[src/rtl/seq_shifter_r.sv]
// Multi-cycle right shifter (logical/arithmetic) with IDLE/SHIFT/DONE control.
// Define SHR_RADIX4_EN to retire two bit positions per SHIFT cycle instead of one.
module seq_shifter_r #(
  parameter int word = 32
) (
  input  logic            clk,
  input  logic            rst_n,
  input  logic            start,
  input  logic [word-1:0] in,
  input  logic [4:0]      shamt,
  input  logic            arith,
  output logic [word-1:0] out,
  output logic            busy,
  output logic            done
);

  typedef enum logic [1:0] {
    IDLE  = 2'd0,
    SHIFT = 2'd1,
    DONE  = 2'd2
  } state_t;

  state_t          state_r;
  state_t          state_s;
  logic [word-1:0] out_r;
  logic [word-1:0] out_s;
  logic [4:0]      cnt_r;
  logic [4:0]      cnt_s;
  logic            fill_r;
  logic            fill_s;
  logic            busy_r;
  logic            done_r;

  // Next-state, datapath and capture logic.
  always_comb begin
    state_s = state_r;
    out_s   = out_r;
    cnt_s   = cnt_r;
    fill_s  = fill_r;
    case (state_r)
      IDLE: begin
        if (start) begin
          out_s  = in;
          cnt_s  = shamt;
          fill_s = arith & in[word-1];
          if (shamt == 5'd0) begin
            state_s = DONE;
          end else begin
            state_s = SHIFT;
          end
        end else begin
          state_s = IDLE;
        end
      end
      SHIFT: begin
`ifdef SHR_RADIX4_EN
        // Two positions per cycle while at least two remain; an odd count ends with a single step.
        if (cnt_r >= 5'd2) begin
          out_s = {fill_r, fill_r, out_r[word-1:2]};
          cnt_s = cnt_r - 5'd2;
        end else begin
          out_s = {fill_r, out_r[word-1:1]};
          cnt_s = cnt_r - 5'd1;
        end
        if (cnt_r <= 5'd2) begin
          state_s = DONE;
        end else begin
          state_s = SHIFT;
        end
`else
        out_s = {fill_r, out_r[word-1:1]};
        cnt_s = cnt_r - 5'd1;
        if (cnt_r == 5'd1) begin
          state_s = DONE;
        end else begin
          state_s = SHIFT;
        end
`endif
      end
      DONE: begin
        state_s = IDLE;
      end
      default: begin
        state_s = IDLE;
      end
    endcase
  end

  // State, datapath and status registers; status flags track the state being entered.
  always_ff @(posedge clk or negedge rst_n) begin
    if (!rst_n) begin
      state_r <= IDLE;
      out_r   <= '0;
      cnt_r   <= 5'd0;
      fill_r  <= 1'b0;
      busy_r  <= 1'b0;
      done_r  <= 1'b0;
    end else begin
      state_r <= state_s;
      out_r   <= out_s;
      cnt_r   <= cnt_s;
      fill_r  <= fill_s;
      busy_r  <= (state_s == SHIFT);
      done_r  <= (state_s == DONE);
    end
  end

  assign out  = out_r;
  assign busy = busy_r;
  assign done = done_r;

endmodule

[config.mk]
export PLATFORM = sky130hd
export DESIGN_NAME = seq_shifter_r
export DESIGN_NICKNAME = d
export VERILOG_FILES = /design/src/rtl/seq_shifter_r.sv
export SDC_FILE = /design/constraint.sdc
export NUM_CORES = 1
export LEC_CHECK = 0
export BUFFER_PORTS_ARGS = -buffer_cell sky130_fd_sc_hd__buf_2
export CAP_MARGIN = 20
export CORE_ASPECT_RATIO = 1.5
export CORE_MARGIN = 5
export CORE_UTILIZATION = 42
export CTS_CLUSTER_SIZE = 20
export DETAILED_ROUTE_END_ITERATION = 6
export GPL_TIMING_DRIVEN = 0
export PLACE_DENSITY = 0.74
export SLEW_MARGIN = 0
export SYNTH_ARGS = -nofsm -noshare
export SYNTH_HDL_FRONTEND = slang
export SYNTH_SLANG_ARGS = --single-unit
[constraint.sdc]
create_clock -name clk -period 4 [get_ports clk]
set_input_delay 0.2 -clock clk [delete_from_list [all_inputs] [get_ports clk]]
set_output_delay 0.2 -clock clk [all_outputs]
set_load 0.03 [all_outputs]
### Yosys cells after proc, flatten, opt, wreduce, memory -nomap -nowiden

Index checks and enable logic that the tools add are counted.
W data, S select, Z words.

* register bits: 42
* input bits: 41
* word-level logic and storage cells: 26

* multiplexer cells: 8
* add/sub/neg operators: 1
* reduce and logical (&&, ||, !) cells: 5
* bitwise operators: 1
* equality and inequality tests: 5

Operators with widths (number)
* $pmux W32 S2: 1
* $mux W32: 1
* $pmux W5 S2: 1
* $mux W2: 3
* $eq A5 B1 Y1 const B: 1
* $logic_not A5 Y1: 1
* $mux W5: 1
* $sub A5 B1 Y5 const B: 1
* $eq A2 B1 Y1 const B: 2
* $pmux W2 S2: 1
* $reduce_and A2 Y1: 2
* $eq A2 B2 Y1 const B: 1
* $logic_not A2 Y1: 1
* $ne A2 B2 Y1 const B: 1
* $reduce_bool A2 Y1: 1
* $and A1 B1 Y1: 1

### Depth between registers and ports, before layout

Gate-level depths: netlist of run 1.

* word-level depth: 5
* mapped depth: 7

### Worst setup path after synthesis of run 1

No wires, ideal clock.

* path kind: register to register
* start: register state_r[1]
* end: register cnt_r[4]
* setup time: 0.120 ns
* slack: 2.633 ns
* arrival: 1.247 ns
* stages on the path, launching flop included: 7
* cell sequence: dfrtp_1 buf_6 nand2b_4 buf_6 buf_6 o32a_1 and3_1

* longest elaborated chain between the ends: 3
* elaborated cells on any way between the ends: 6
* those cells by class: eq/ne: 2; mux: 1; reduce/logical: 3

RTL lines
* start, declared: line 23 `state_t state_r;`
* start signal, assigned: line 99 `state_r <= state_s;`
* $eq A2 B1 Y1 / $logic_not A2 Y1 (equally long branches): line 40 `case (state_r)`
* $reduce_bool A2 Y1 (no source line) / $ne A2 B2 Y1 (equally long branches)
* $reduce_and A2 Y1 (no source line)
* end signal, assigned: line 101 `cnt_r <= cnt_s;`
* end, declared: line 27 `logic [4:0] cnt_r;`

Several ways; a longest one is shown, not always the timed one.
A chain may end at the register's enable or synchronous reset.

### Worst setup path after layout of run 1

* start: register state_r[1]
* end: register out_r[28], in the netlist out[28]

* longest elaborated chain between the ends: 3
* elaborated cells on any way between the ends: 6
* those cells by class: eq/ne: 2; mux: 1; reduce/logical: 3

RTL lines
* $eq A2 B1 Y1 / $logic_not A2 Y1 (equally long branches): line 40
* $reduce_bool A2 Y1 (no source line) / $ne A2 B2 Y1 (equally long branches)
* $reduce_and A2 Y1 (no source line)
* end signal, assigned: line 100 `out_r <= out_s;`
* end, declared: line 25 `logic [word-1:0] out_r;`

Several ways; a longest one is shown, not always the timed one.

==> flow_summary.ini, run 1 <==
[clock_network]
clk_latency_ns = 0.30
htree_levels = 2
cts_num_sinks = 42
cts_tree = yes
postCtsSetupBuffers = 0
ctsHoldBuffers = 0
cts_made_buffers = 5
clk_pin_slew_ns = 0.08
cts_buffer_depth = 2
cts.root.buffer_cell = clkbuf_8
ctsResizeCount = 0

[power]
leakage_uw = 0.00128
p_switching_uw = 978
ir_drop_uv = 249
pwr-share-clk = 0.156
switching_share = 0.458
p_seq_frac = 0.360
p_comb_frac = 0.485
internal_power_uw = 1160
pwr_density_cell_nw_per_um2 = 817

[floorplanning]
rows = 31
fp.coreArea_um2 = 4810
die_h_um = 95.7
die-area_um2 = 6420
die_w_um = 67.1
start_util = 0.427
pin_count = 75

[sta]
slew_violations = 0
tightest_slew_ns = 0.947
period_share = 0.364
fin_worst_skew_ns = 0.00390
slew_headroom = 0.369
tns_ns = 0
finalHoldViolCount = 0
max_freq_ghz = 0.687
setup_viol = 0
rsz0062_at_grt = no
period_minus_slack_ns = 1.46

[global_route]
grt_use_total = 0.160
gr-total-overflow = 0
antenna_found_initial = 0
first_global_vias = 1714
grt_pass1_wl_um = 7800
grt_max_degree = 43

[cells_and_area]
syn_to_final_growth_pct = 27.3
layout-drive-gt1-share = 0.332
mostFrequentLayoutCell = buf_2
antenna_cells = 0
layout_common_cells = buf_2, dfrtp_1, nor2_1, a21oi_1, mux2i_1
fill_cells = 462
fin_nets = 322
finalInstanceArea_um2 = 2620

[routing]
initialDrtViolationCount = 63
viasPerCell = 4.95
vias = 1712
drc_errors = 0
drt-total-wl_um = 4850
drtPass1Iterations = 4
ant_nets = 0
wl_per_cell_um = 14.0

[synthesis]
synth_top_flop_cell = dfrtp_1
ys_seq_area_frac = 0.511
postSynthAreaPerCell_um2 = 10.4
synthArstFlopShare = 1.00
ys_ff_latch = 42
synth_edf_count = 0
syn_nets = 241
synth_warnings = 0
yosysUniqueCellTypes = 32
syn_inst = 198
synth_area_um2 = 2060

[setup_path]
critPathLaunchType = flop
cp.required_ns = 4.17
worst-r2r-setup-slack_ns = 2.54
regToRegEndpoint = out[28]$_DFFE_PN0P_
r2r_cells = 6
cp-end-kind = flop
crit_type = reg2reg
crit-reg2reg-launch = state_r[1]$_DFF_PN0_
cp_max_fo = 10
critPathArrivalTime_ns = 1.63

[run]
cap_violations = 0

[hold_path]
hold_path_class = in2async

[placed_design]
dpl.hpwl_um = 3690
port_buffers = 74
dpl-instance-area_um2 = 2510
gp_congestion = 0.768

[outcome]
status = completed
through the flow:
| step | total power [µW] | util | hold WS, ns | instances | setup slack (ns) |
|---|---|---|---|---|---|
| 5_1_grt | 2300 | 0.544 | 0.122 | 346 | 2.37 |
| 6_report | 2140 | 0.544 | 0.0408 | 346 | 2.54 |
| 2_1_floorplan | 1510 | - | -0.0956 | 198 | 2.63 |
| 4_1_cts | 2160 | 0.544 | 0.0796 | 346 | 2.54 |
| 3_3_place_gp | 1800 | 0.522 | 0.388 | 338 | 2.58 |
| 3_5_place_dp | 1830 | 0.522 | 0.402 | 338 | 2.55 |
flip-flops by register name, indices dropped and copies added, names as in the netlist:
name	count
busy	1
cnt_r	5
fill_r	1
state_r	2
out	32
done	1
worst max-delay path by stage:
stage / to / cells past startpoint / slack (ns) / start
6_report: out[28]$_DFFE_PN0P_ / 6 / 2.54 / state_r[1]$_DFF_PN0_
5_1_grt: done$_DFF_PN0_ / 5 / 2.37 / cnt_r[1]$_DFFE_PN0P_
4_1_cts: out[28]$_DFFE_PN0P_ / 6 / 2.54 / state_r[1]$_DFF_PN0_
3_5_place_dp: out[28]$_DFFE_PN0P_ / 6 / 2.55 / state_r[1]$_DFF_PN0_
3_3_place_gp: out[27]$_DFFE_PN0P_ / 6 / 2.58 / state_r[1]$_DFF_PN0_
2_1_floorplan: cnt_r[4]$_DFFE_PN0P_ / 6 / 2.63 / state_r[1]$_DFF_PN0_
critical path, stage by stage (launching register included):
cell	delay, ns
dfrtp_1	0.35
buf_6	0.13
nand2b_1	0.10
buf_2	0.15
buf_2	0.24
buf_2	0.27
a21oi_1	0.10
cell type report:
| type | count | area, µm² | share of cell area |
|---|---|---|---|
| tap | 66 | 82.6 | 0.0315 |
| clock inverter | 3 | 40.0 | 0.0153 |
| inverter | 4 | 15.0 | 0.00574 |
| clock buffer | 5 | 68.8 | 0.0263 |
| buffer | 15 | 108 | 0.0411 |
| timing repair buffer | 74 | 370 | 0.141 |
| multi-input combinational | 137 | 882 | 0.337 |
| sequential | 42 | 1050 | 0.402 |
layer usage:
layer,part of all wire,GRT usage,up-vias
li1,-,-,852
met1,0.38,0.180,810
met2,0.55,0.286,42
met3,0.050,0.0271,8
met4,0.023,0.0745,0
met5,0,0,-
cell families after synthesis:
kind of cell	Yosys count	share of synthesized area
fa+ha+maj	2	0.0122
simple gates	52	0.119
compound gates	49	0.132
flops	42	0.511
mux	34	0.166
buf+inv	19	0.0596
Yosys cell counts (2+ instances only):
cell type	number	area [µm²]
dfrtp_1	42	1050
a21oi_1	36	180
nor2_1	36	135
mux2i_1	34	340
clkbuf_1	5	18.8
o21ai_0	5	25.0
buf_2	4	20.0
inv_1	4	15.0
buf_6	3	33.8
buf_4	2	15.0
ha_1	2	25.0
nand2_1	2	7.51
nand2b_1	2	12.5
nand4_1	2	12.5
or3_1	2	12.5
power groups by stage:
stage / sequential [µW] / clock [µW] / combinational, µW
floorplan: 1060 / 0 / 446
global placement: 769 / 0 / 1030
detailed placement: 779 / 0 / 1050
CTS: 770 / 342 / 1050
global route: 799 / 361 / 1140
finish: 769 / 333 / 1040
No activity file was read; power rests on OpenSTA's default activity.
==> inputs of run 2 (changes only) <==
==> constraint.sdc (replaced) <==
create_clock -name clk -period 1.5 [get_ports clk]
set_input_delay 0.075 -clock clk [delete_from_list [all_inputs] [get_ports clk]]
set_output_delay 0.075 -clock clk [all_outputs]
set_load 0.03 [all_outputs]
==> flow_summary.ini, run 2 (same netlist as run 1, synthesis figures left out) <==
[sta]
period_share = 0.953
rsz0062_at_grt = yes
worst_slack_ns = 0.0701
slew_violations = 0
finalHoldViolCount = 0
timing.hold.ws_ns = 0.0403
setup_viol = 0
period_minus_slack_ns = 1.43
slew_headroom = 0.367
fin_worst_skew_ns = 0.00399
tightest_slew_ns = 0.950
max_freq_ghz = 0.699

[global_route]
grt_use_total = 0.160
grt_max_degree = 43
gr-total-overflow = 0
antenna_found_initial = 0
first_global_vias = 1730
grt_pass1_wl_um = 7840

[setup_path]
crit_type = reg2reg
worst-r2r-setup-slack_ns = 0.07
startpoint = state_r[1]$_DFF_PN0_
cp_max_fo = 10
cp-end-kind = flop
critPathLaunchType = flop
cp.required_ns = 1.68
crit-reg2reg-launch = state_r[1]$_DFF_PN0_
critPathArrivalTime_ns = 1.61

[routing]
vias = 1715
drt-total-wl_um = 4880
ant_nets = 0
met2_length_um = 2650
route.met3.wl_um = 231
drc_errors = 0
top_layer_used = met4
viasPerCell = 4.94
drt-met1-wl_um = 1880
drtPass1Iterations = 4
initialDrtViolationCount = 61
wl_per_cell_um = 14.1

[floorplanning]
fp.coreArea_um2 = 4810
start_util = 0.427
pin_count = 75
rows = 31
die_w_um = 67.1
die_h_um = 95.7
die-area_um2 = 6420

[cells_and_area]
fin_nets = 323
antenna_cells = 0
mostFrequentLayoutCell = buf_2
fill_cells = 460
syn_to_final_growth_pct = 28.5
largest_reg_flops = 32
layout-drive-gt1-share = 0.338
layout_common_cells = buf_2, dfrtp_1, nor2_1, a21oi_1, mux2i_1

[power]
pwr_density_cell_nw_per_um2 = 2170
internal_power_uw = 3110
p_comb_frac = 0.486
p_seq_frac = 0.359
switching_share = 0.457
p_switching_uw = 2620
leakage_uw = 0.00128
ir_drop_uv = 663
pwr-share-clk = 0.155

[clock_network]
cts_buffer_depth = 2
postCtsSetupBuffers = 0
cts.root.buffer_cell = clkbuf_8
cts_num_sinks = 42
cts_tree = yes
cts_made_buffers = 5
htree_levels = 2
clk_latency_ns = 0.30
clk_pin_slew_ns = 0.08

[placed_design]
post-place-ws_ns = 0.0494
port_buffers = 74
gp_congestion = 0.768
dpl.hpwl_um = 3690

[hold_path]
hold_path.startpoint = arith
hold_path_class = in2reg

[run]
cap_violations = 0

[outcome]
status = completed
-- run 2: what timing repair did --
| action | 4_1_cts | 5_1_grt |
|---|---|---|
| hold buffers | 1 | 0 |
| endpoints found under the setup margin | 0 | 24 |
| hold endpoints to repair | 42 | 0 |
| resized for setup | 0 | 7 |
-- run 2: layout make-up --
class | count | area (µm²) | area share
flip-flops and latches | 42 | 1050 | 0.398
multi-input cells | 137 | 892 | 0.338
repair buffers | 75 | 380 | 0.144
plain buffers | 15 | 113 | 0.0426
well taps | 66 | 82.6 | 0.0313
clock buffers | 5 | 68.8 | 0.0260
clock inverters | 3 | 40.0 | 0.0152
inverters | 4 | 15.0 | 0.00568
-- run 2: critical path: stages (launching register included) --
cell and delay (ns):
dfrtp_1 0.38, buf_6 0.13, nand2b_4 0.13, buf_6 0.11, buf_6 0.15, buf_12 0.15
mux2i_2 0.17, a21oi_1 0.08
-- run 2: routing by layer --
metal / vias up / global-route usage
li1: 855 / -
met4: 0 / 0.0745
met2: 44 / 0.289
met3: 8 / 0.0271
met5: - / 0
met1: 808 / 0.179
-- run 2: power by group through the flow --
stage / registers (µW) / clock network, µW / logic, µW
finish: 2060 / 887 / 2790
global route: 2140 / 963 / 3060
CTS: 2050 / 912 / 2810
detailed placement: 2080 / 0 / 2800
global placement: 2050 / 0 / 2750
floorplan: 2830 / 0 / 1190
-- run 2: stage by stage --
stage | utilization | cells | TNS (ns) | total power (µW) | cell area (µm²)
6_report | 0.549 | 347 | 0 | 5740 | 2640
5_1_grt | 0.549 | 347 | -0.0396 | 6160 | 2640
4_1_cts | 0.546 | 347 | 0 | 5770 | 2630
3_5_place_dp | 0.522 | 338 | 0 | 4880 | 2510
3_3_place_gp | 0.522 | 338 | 0 | 4800 | 2510
2_1_floorplan | - | 198 | 0 | 4020 | 2060
-- run 2: worst paths after layout --
path | end | depth (start not counted)
max reg2reg | out[18]$_DFFE_PN0P_ | 7
max in group asynchronous | out[11]$_DFFE_PN0P_ | 2
max | out[18]$_DFFE_PN0P_ | 7
min in group asynchronous | out[0]$_DFFE_PN0P_ | 2
min reg2reg | fill_r$_DFFE_PN0P_ | 2
min | fill_r$_DFFE_PN0P_ | 3
